[config.mk]
export PLATFORM = sky130hd
export DESIGN_NAME = atm_keypad_frontend_flat
export DESIGN_NICKNAME = d
export VERILOG_FILES = /design/src/rtl/atm_keypad_if.sv /design/src/rtl/atm_keypad_frontend.sv /design/src/flat_wrapper.sv
export SDC_FILE = /design/constraint.sdc
export NUM_CORES = 1
export LEC_CHECK = 0
export BUFFER_PORTS_ARGS = -buffer_cell sky130_fd_sc_hd__buf_2
export CORE_ASPECT_RATIO = 1.4
export CORE_MARGIN = 8
export CORE_UTILIZATION = 50
export CTS_CLUSTER_DIAMETER = 200
export CTS_CLUSTER_SIZE = 24
export DETAILED_ROUTE_END_ITERATION = 7
export GPL_TIMING_DRIVEN = 0
export PLACE_DENSITY = 0.69
export SLEW_MARGIN = 30
export SYNTH_ARGS = -nofsm -noshare
export SYNTH_HDL_FRONTEND = slang
export SYNTH_SLANG_ARGS = --single-unit
[constraint.sdc]
create_clock -name clk -period 4.6 [get_ports clk]
set_input_delay 0.23 -clock clk [delete_from_list [all_inputs] [get_ports clk]]
set_output_delay 0.23 -clock clk [all_outputs]
set_load 0.02 [all_outputs]
[src/rtl/atm_keypad_if.sv]
// Panel/controller signal bundle for the ATM keypad front end.
// master = the front end itself, slave = controller/panel side.
interface atm_keypad_if;
  logic        card_in;
  logic [3:0]  key_code;
  logic        key_valid;
  logic        pin_incorrecto;
  logic        advertencia;
  logic        bloqueo;
  logic        entregar_dinero;
  logic        fondos_insuficientes;
  logic        balance_actualizado;
  logic        tarjeta_recibida;
  logic [3:0]  digito;
  logic        digito_stb;
  logic        tipo_trans;
  logic [31:0] monto;
  logic        monto_stb;
  logic [2:0]  status;

  modport master (
    input  card_in, key_code, key_valid, pin_incorrecto, advertencia, bloqueo,
           entregar_dinero, fondos_insuficientes, balance_actualizado,
    output tarjeta_recibida, digito, digito_stb, tipo_trans, monto, monto_stb, status
  );

  modport slave (
    output card_in, key_code, key_valid, pin_incorrecto, advertencia, bloqueo,
           entregar_dinero, fondos_insuficientes, balance_actualizado,
    input  tarjeta_recibida, digito, digito_stb, tipo_trans, monto, monto_stb, status
  );
endinterface

[src/rtl/atm_keypad_frontend.sv]
// Turns card-reader and keypad events into ATM controller handshake signals
// and folds the controller's result flags into a 3-bit display status.
module atm_keypad_frontend #(
  parameter int PIN_DIGITS      = 4,
  parameter int AMT_DIGITS      = 9,
  parameter int PIN_WAIT_CYCLES = 8,
  parameter int RESP_TIMEOUT    = 16
) (
  input  logic         clk,
  input  logic         reset,
  atm_keypad_if.master bus
);
  localparam int PW = $clog2(PIN_DIGITS + 1);
  localparam int AW = $clog2(AMT_DIGITS + 1);
  localparam int TMAX = (PIN_WAIT_CYCLES > RESP_TIMEOUT) ? PIN_WAIT_CYCLES : RESP_TIMEOUT;
  localparam int TW = $clog2(TMAX + 1);
  localparam logic [PW-1:0] PIN_LAST = PW'(PIN_DIGITS - 1);
  localparam logic [AW-1:0] AMT_MAX  = AW'(AMT_DIGITS);
  localparam logic [TW-1:0] PIN_TMO  = TW'(PIN_WAIT_CYCLES);
  localparam logic [TW-1:0] RESP_TMO = TW'(RESP_TIMEOUT);

  typedef enum logic [3:0] {
    IDLE, SELECT, PIN, PIN_WAIT, AMOUNT, AMT_WAIT, DONE, EJECT, LOCKED
  } state_t;

  state_t        state_q, state_n;
  logic          tarj_q, tarj_n, dstb_q, dstb_n, tipo_q, tipo_n, mstb_q, mstb_n;
  logic [3:0]    digito_q, digito_n;
  logic [31:0]   monto_q, monto_n, acc_q, acc_n;
  logic [2:0]    status_q, status_n;
  logic [PW-1:0] pcnt_q, pcnt_n;
  logic [AW-1:0] acnt_q, acnt_n;
  logic [TW-1:0] tmr_q, tmr_n;
  logic          is_digit, is_cancel, is_enter, is_clear;
  logic [35:0]   mac;

  assign is_digit  = bus.key_valid && (bus.key_code < 4'd10);
  assign is_cancel = bus.key_valid && (bus.key_code == 4'hB);
  assign is_enter  = bus.key_valid && (bus.key_code == 4'hA);
  assign is_clear  = bus.key_valid && (bus.key_code == 4'hE);
  // acc*10 + d via shifts, widened so the intermediate cannot wrap
  assign mac = ({4'b0, acc_q} << 3) + ({4'b0, acc_q} << 1) + {32'b0, bus.key_code};

  always_comb begin
    state_n  = state_q;
    tarj_n   = tarj_q;
    digito_n = digito_q;
    dstb_n   = 1'b0;
    tipo_n   = tipo_q;
    monto_n  = monto_q;
    mstb_n   = 1'b0;
    status_n = status_q;
    pcnt_n   = pcnt_q;
    acnt_n   = acnt_q;
    acc_n    = acc_q;
    tmr_n    = tmr_q;
    if (state_q != LOCKED && !bus.card_in) begin
      // card removal wins over any key in the same cycle
      state_n  = IDLE;
      tarj_n   = 1'b0;
      digito_n = 4'd0;
      tipo_n   = 1'b0;
      monto_n  = 32'd0;
      status_n = 3'd0;
      pcnt_n   = '0;
      acnt_n   = '0;
      acc_n    = 32'd0;
      tmr_n    = '0;
    end else if (is_cancel && (state_q == SELECT || state_q == PIN || state_q == PIN_WAIT ||
                               state_q == AMOUNT || state_q == AMT_WAIT)) begin
      state_n  = EJECT;
      tarj_n   = 1'b0;
      status_n = 3'd0;
    end else begin
      case (state_q)
        IDLE: begin
          state_n  = SELECT;
          status_n = 3'd1;
        end
        SELECT: begin
          if (bus.key_valid && (bus.key_code == 4'hC || bus.key_code == 4'hD)) begin
            tipo_n   = (bus.key_code == 4'hC);
            tarj_n   = 1'b1;
            status_n = 3'd2;
            pcnt_n   = '0;
            state_n  = PIN;
          end
        end
        PIN: begin
          if (is_digit) begin
            digito_n = bus.key_code;
            dstb_n   = 1'b1;
            pcnt_n   = pcnt_q + 1'b1;
            if (pcnt_q == PIN_LAST) begin
              state_n = PIN_WAIT;
              tmr_n   = '0;
            end
          end
        end
        PIN_WAIT: begin
          if (bus.advertencia) status_n = 3'd2;
          if (bus.bloqueo) begin
            state_n  = LOCKED;
            tarj_n   = 1'b0;
            status_n = 3'd6;
          end else if (bus.pin_incorrecto) begin
            state_n = PIN;
            pcnt_n  = '0;
          end else begin
            tmr_n = tmr_q + 1'b1;
            if (tmr_n == PIN_TMO) begin
              state_n  = AMOUNT;
              status_n = 3'd3;
              acc_n    = 32'd0;
              acnt_n   = '0;
            end
          end
        end
        AMOUNT: begin
          if (is_digit) begin
            if (acnt_q < AMT_MAX) begin
              acc_n  = mac[31:0];
              acnt_n = acnt_q + 1'b1;
            end
          end else if (is_clear) begin
            acc_n  = 32'd0;
            acnt_n = '0;
          end else if (is_enter && acnt_q != '0) begin
            monto_n = acc_q;
            mstb_n  = 1'b1;
            tmr_n   = '0;
            state_n = AMT_WAIT;
          end
        end
        AMT_WAIT: begin
          if (bus.fondos_insuficientes) begin
            status_n = 3'd5;
            state_n  = DONE;
          end else if (bus.entregar_dinero || bus.balance_actualizado) begin
            status_n = 3'd4;
            state_n  = DONE;
          end else begin
            tmr_n = tmr_q + 1'b1;
            if (tmr_n == RESP_TMO) begin
              status_n = 3'd7;
              state_n  = DONE;
            end
          end
        end
        default: ;  // DONE, EJECT: only card removal leaves; LOCKED: only reset leaves
      endcase
    end
  end

  always_ff @(posedge clk) begin
    if (reset) begin
      state_q  <= IDLE;
      tarj_q   <= 1'b0;
      digito_q <= 4'd0;
      dstb_q   <= 1'b0;
      tipo_q   <= 1'b0;
      monto_q  <= 32'd0;
      mstb_q   <= 1'b0;
      status_q <= 3'd0;
      pcnt_q   <= '0;
      acnt_q   <= '0;
      acc_q    <= 32'd0;
      tmr_q    <= '0;
    end else begin
      state_q  <= state_n;
      tarj_q   <= tarj_n;
      digito_q <= digito_n;
      dstb_q   <= dstb_n;
      tipo_q   <= tipo_n;
      monto_q  <= monto_n;
      mstb_q   <= mstb_n;
      status_q <= status_n;
      pcnt_q   <= pcnt_n;
      acnt_q   <= acnt_n;
      acc_q    <= acc_n;
      tmr_q    <= tmr_n;
    end
  end

  assign bus.tarjeta_recibida = tarj_q;
  assign bus.digito           = digito_q;
  assign bus.digito_stb       = dstb_q;
  assign bus.tipo_trans       = tipo_q;
  assign bus.monto            = monto_q;
  assign bus.monto_stb        = mstb_q;
  assign bus.status           = status_q;
endmodule

[src/flat_wrapper.sv]
// flat-port wrapper written by rule: the top's interface ports become plain ports
module atm_keypad_frontend_flat 
#(
  parameter int PIN_DIGITS      = 4,
  parameter int AMT_DIGITS      = 9,
  parameter int PIN_WAIT_CYCLES = 8,
  parameter int RESP_TIMEOUT    = 16
)
  (clk, reset, bus_card_in, bus_key_code, bus_key_valid, bus_pin_incorrecto, bus_advertencia, bus_bloqueo, bus_entregar_dinero, bus_fondos_insuficientes, bus_balance_actualizado, bus_tarjeta_recibida, bus_digito, bus_digito_stb, bus_tipo_trans, bus_monto, bus_monto_stb, bus_status);
  atm_keypad_if bus_i ();
  input  logic clk;
  input  logic reset;
  input wire logic [$bits(bus_i.card_in)-1:0] bus_card_in;
  input wire logic [$bits(bus_i.key_code)-1:0] bus_key_code;
  input wire logic [$bits(bus_i.key_valid)-1:0] bus_key_valid;
  input wire logic [$bits(bus_i.pin_incorrecto)-1:0] bus_pin_incorrecto;
  input wire logic [$bits(bus_i.advertencia)-1:0] bus_advertencia;
  input wire logic [$bits(bus_i.bloqueo)-1:0] bus_bloqueo;
  input wire logic [$bits(bus_i.entregar_dinero)-1:0] bus_entregar_dinero;
  input wire logic [$bits(bus_i.fondos_insuficientes)-1:0] bus_fondos_insuficientes;
  input wire logic [$bits(bus_i.balance_actualizado)-1:0] bus_balance_actualizado;
  output wire logic [$bits(bus_i.tarjeta_recibida)-1:0] bus_tarjeta_recibida;
  output wire logic [$bits(bus_i.digito)-1:0] bus_digito;
  output wire logic [$bits(bus_i.digito_stb)-1:0] bus_digito_stb;
  output wire logic [$bits(bus_i.tipo_trans)-1:0] bus_tipo_trans;
  output wire logic [$bits(bus_i.monto)-1:0] bus_monto;
  output wire logic [$bits(bus_i.monto_stb)-1:0] bus_monto_stb;
  output wire logic [$bits(bus_i.status)-1:0] bus_status;
  assign bus_i.card_in = bus_card_in;
  assign bus_i.key_code = bus_key_code;
  assign bus_i.key_valid = bus_key_valid;
  assign bus_i.pin_incorrecto = bus_pin_incorrecto;
  assign bus_i.advertencia = bus_advertencia;
  assign bus_i.bloqueo = bus_bloqueo;
  assign bus_i.entregar_dinero = bus_entregar_dinero;
  assign bus_i.fondos_insuficientes = bus_fondos_insuficientes;
  assign bus_i.balance_actualizado = bus_balance_actualizado;
  assign bus_tarjeta_recibida = bus_i.tarjeta_recibida;
  assign bus_digito = bus_i.digito;
  assign bus_digito_stb = bus_i.digito_stb;
  assign bus_tipo_trans = bus_i.tipo_trans;
  assign bus_monto = bus_i.monto;
  assign bus_monto_stb = bus_i.monto_stb;
  assign bus_status = bus_i.status;
  atm_keypad_frontend #(.PIN_DIGITS(PIN_DIGITS), .AMT_DIGITS(AMT_DIGITS), .PIN_WAIT_CYCLES(PIN_WAIT_CYCLES), .RESP_TIMEOUT(RESP_TIMEOUT)) u_core (.clk(clk), .reset(reset), .bus(bus_i));
endmodule
# == After elaboration in Yosys (flattened, before gate mapping) ==
# Index checks and enable logic that the tools add are counted.
# word_totals
n_memories,0
rom_bits,0
ram_bits,0
latch_bits,0
out_inout_bits,43
elab_cells,159
ff_bits,91
input_bits,14
# classes
addsub,5
mul,0
n_reduce_logical,38
n_eq_ne,39
n_div,0
mux,57
bitwise_logic,5
n_lt_le_gt_ge,2
n_shift,0
# op_table
operator,count
$mux W32,6
$mux W4,18
$pmux W32 S2,1
$mux W5,9
$mux W3,13
$add A32 B32 Y32,1
$add A32 B4 Y32,1
$ne A2 B2 Y1 const B,12
$pmux W4 S6,1
$eq A4 B4 Y1 const B,5
$pmux W5 S4,1
$ne A3 B3 Y1 const B,6
$reduce_and A9 Y1,2
$ne A4 B4 Y1 const B,3
$pmux W3 S4,1
$reduce_and A3 Y1,4
$reduce_bool A4 Y1,3
$reduce_and A11 Y1,1
$ne A5 B5 Y1 const B,2
$pmux W3 S3,1
$eq A4 B2 Y1 const B,2
$eq A4 B3 Y1 const B,2
$logic_and A1 B1 Y1,8
$lt A4 B4 Y1 const B,2
other kinds (28),41

# == Longest topological paths before layout ==
# depth
ltp_word,8
ltp_mapped,12
ltp_nobuf,12

# == Least setup slack after synthesis ==
# Ideal clock, no wire load.
# synth_timing
path_kind,flip-flop to flip-flop
startpoint,register u_core.acc_q[0]
endpoint,register u_core.acc_q[30]
stages_incl_launch_ff,12
path_slack_ns,1.788
t_arrival_ns,2.752
n_path_buf,0
synth_period_minus_slack_ns,2.812
path_cell_list,dfxtp_1 > inv_1 > fa_1 > fa_1 > nor2b_1 > o31a_1 > o31ai_1 > a21oi_1 > o21ai_0 > o21ai_0 > mux2_2 > nand2_1
# synth_via
elab_chain_cells,5
# synth_rtl
element,line,text
from (decl),atm_keypad_frontend.sv:29,"logic [31:0] monto_q, monto_n, acc_q, acc_n;"
from (signal assigned),atm_keypad_frontend.sv:180,acc_q <= acc_n;
$add A32 B32 Y32,atm_keypad_frontend.sv:42,"assign mac = ({4'b0, acc_q} << 3) + ({4'b0, acc_q} << 1) + {32'b0, bus.key_code};"
$add A32 B4 Y32,atm_keypad_frontend.sv:42,
$mux W32,atm_keypad_frontend.sv:121,if (acnt_q < AMT_MAX) begin
$mux W32,atm_keypad_frontend.sv:120,if (is_digit) begin
$pmux W32 S2,atm_keypad_frontend.sv:75,case (state_q)
# No other way between the ends. The select of a mux whose other input is x is not followed.
# A chain may end at the register's enable or synchronous reset.

# == Worst setup path after layout ==
# layout_timing
startpoint,register u_core.acc_q[0]
endpoint,register u_core.acc_q[31]
# The elaborated chain is that of the path after synthesis.

==> metrics.txt <==
worst slack at placement approximately 1.2 ns; Crit. End Element flip-flop; Max Buffers Root-to-Sink 2; GRT Util Overall 21.1%; Startpoint Class flip-flop; Critical Path AT between 3 and 4 ns; leak pwr approximately 2.9 nW; syn nets between 800 and 900; DRT antenna net count 0; CTS Hold Buffers Added 0; CTS tree built; Ant. Diodes 0; FF-to-FF Start u_core.acc_q[0]; Die W 108 µm; IO Count 57; Synth top area share a little under a third; Worst VDD drop about 0.18 mV; Critical Path RT 4.82 ns; slack of the critical path about 1.1 ns; RSZ-0062 raised after global routing no; row count 47; synth warn 0; root buffer cell clkbuf_16; # port buffers 55; core area roughly 12000 µm²; global-route wire length before repair approximately 27000 µm; CTS Sinks 91; Register Area 1820 µm²; final setup fails 0; syn avg cell area 7.89 µm²; total wire length between 15000 and 20000 µm; postcts setup bufs 0; Worst-path clk slew approximately 0.070 ns; 1st-pass router iterations 5; Slew Limit Fails 0; hold path start bus_key_code[3]; hpwl dp 12400 µm; CP max-delay cell o31ai_1; critical path peak fanout 4; kind of critical path reg -> reg; pwr/cell area roughly 260 nW/µm²; fmax between 200 and 300 MHz; Max stage delay on crit path between 0.5 and 0.6 ns; Final Hold Viols 0; vias in the first global route between 5000 and 6000; Least-Margin Pin Slew approximately 0.94 ns; dominant cells by area after synthesis dfxtp_1, ha_1, nand2_1, a21oi_1, nor2_1; Die ar. between 15000 and 20000 µm²; top_reg_cell synth dfxtp_1; initial antenna violation count 0; Fill cells 1110; Hold Path Class in -> reg; vias per cell approximately 5.8; most frequent cells in the layout nand2_1, a21oi_1, dfxtp_1; multi-input logic area roughly 3800 µm²; clk_skew around 0.005 ns; Final nets 892; fraction of layout cells with a size suffix above 1 about 13%; Die Y roughly 140 µm; CP Cell Sequence inv_1 -> fa_1 -> inv_1 -> ha_1 -> a211oi_1 -> o21ai_0 -> nand2b_1 -> o31ai_1 -> a2111oi_0 -> a211oi_1 -> xnor2_1 -> o21ai_1; initial core utilization about half; Final Wtd Congestion between 0.9 and 1; post_cts resized 0; smallest hold slack about 0.17 ns; post-synth cell types 69; Area Growth Syn to Fin 13.7%; Post-Place Cells 948; Worst slew margin 37.2%; CP startpoint u_core.acc_q[0]; Async SR Flop Fraction 0%; synthesized flop and latch total between 90 and 100; Detailed Route Iter0 Violations 298; Congestion Overflow GR 0; commonest non-fill, non-tap cell in the layout nand2_1; largest net degree at the start of global routing 17; cell area after synthesis around 6000 µm²; Final period util 76.6%; leading area contributor after synthesis dfxtp_1; number of enable flip-flop cells after synthesis 0; DRC violations left 0; TritonCTS Buffers 9; average wire per standard cell ~17 µm; Layout Cells excl Fill about 960; Vias about 5600; Tmin final between 3 and 4 ns; worst skew pair latency ~0.35 ns; Post-Synthesis Cells around 750; CTS H-tree lvls 3; outcome complete, no violations; sequential-to-total area share from yosys stat 31.0%; Max Cap Viol 0; Setup TNS 0 ns
## cell usage after synthesis (all sizes together) (7+ instances only)
cell type and number:
buf 11, nand2b 8, nor2b 8, ha 64, clkbuf 28, nor2 68
nand2 124, nor3 18, dfxtp 91, xnor2 20, and3 7, nand4 8
o21ai 39, a21o 18, inv 19, a21oi 92, nand3 23
## per-stage QoR
| step | power [mW] | instance area, µm² | util, % |
|---|---|---|---|
| finish | 1.75 | 6690 | 57.5 |
| floorplan | 0.855 | 5890 | - |
| CTS | 1.76 | 6690 | 57.5 |
| detailed placement | 0.881 | 6340 | 54.5 |
| global route | 1.80 | 6690 | 57.5 |
| global placement | 0.880 | 6340 | 54.5 |
## final timing paths
| kind | end | slack, ns | cells past startpoint |
|---|---|---|---|
| hold / removal | u_core.bus.digito[3] | 0.17 | 3 |
| hold reg to reg | u_core.bus.monto[10] | 0.45 | 2 |
| setup / recovery | u_core.acc_q[31] | 1.08 | 12 |
| setup reg to reg | u_core.acc_q[31] | 1.08 | 12 |
## critical path, delay by kind of cell (launching register included)
kind	cells	cell delay, ns
buffers and inverters	2	0.15
AOI/OAI and AO/OA	6	1.62
DFF	1	0.39
xor gates and xnor gates	1	0.18
and+or+nand+nor	1	0.19
adders and majority gates	2	0.86
## cell families (layout without fill, tap and decap cells)
group | count (synthesis) | in the layout | share of synthesized area, %
AO/OA/AOI/OAI | 212 | 212 | 22.7
adder cells (fa/ha/maj) | 66 | 66 | 14.3
multiplexers | 2 | 2 | 0.361
buffers and inverters | 58 | 129 | 4.34
flip-flops | 91 | 91 | 31.0
XOR/XNOR | 25 | 25 | 3.72
AND/OR/NAND/NOR | 292 | 292 | 23.6
## where the power goes
group	total [mW]	internal (mW)	switching, mW	leakage (nW)
registers	0.791	0.789	0.00126	0.733
clock network	0.883	0.537	0.345	0.172
logic	0.0731	0.0216	0.0515	1.95
## registers in the layout (all words and copies together), names as in the netlist
name	flops
u_core.bus.monto	32
u_core.bus.digito	4
u_core.bus.tarjeta_recibida	1
u_core.tmr_q	5
u_core.bus.tipo_trans	1
u_core.acnt_q	4
u_core.bus.digito_stb	1
u_core.bus.status	3
u_core.state_q	4
u_core.acc_q	32
u_core.bus.monto_stb	1
u_core.pcnt_q	3
## per-layer routing
layer | up-vias | global-route usage [%] | share of wire [%]
met2 | 140 | 37.6 | 50
met5 | - | 0 | 0
met1 | 2610 | 24.3 | 42
met4 | 0 | 9.97 | 3.6
li1 | 2788 | - | -
met3 | 39 | 2.77 | 3.9
## final cells by class
type / count / share of cell area [%]
Multi-Input combinational cell: 597 / 56.9
Tap cell: 147 / 2.75
Clock inverter: 7 / 1.85
Inverter: 19 / 1.07
Timing Repair Buffer: 55 / 4.11
Buffer: 39 / 2.75
Clock buffer: 9 / 3.36
Sequential cell: 91 / 27.2
Power figures use the tool's default switching activity.
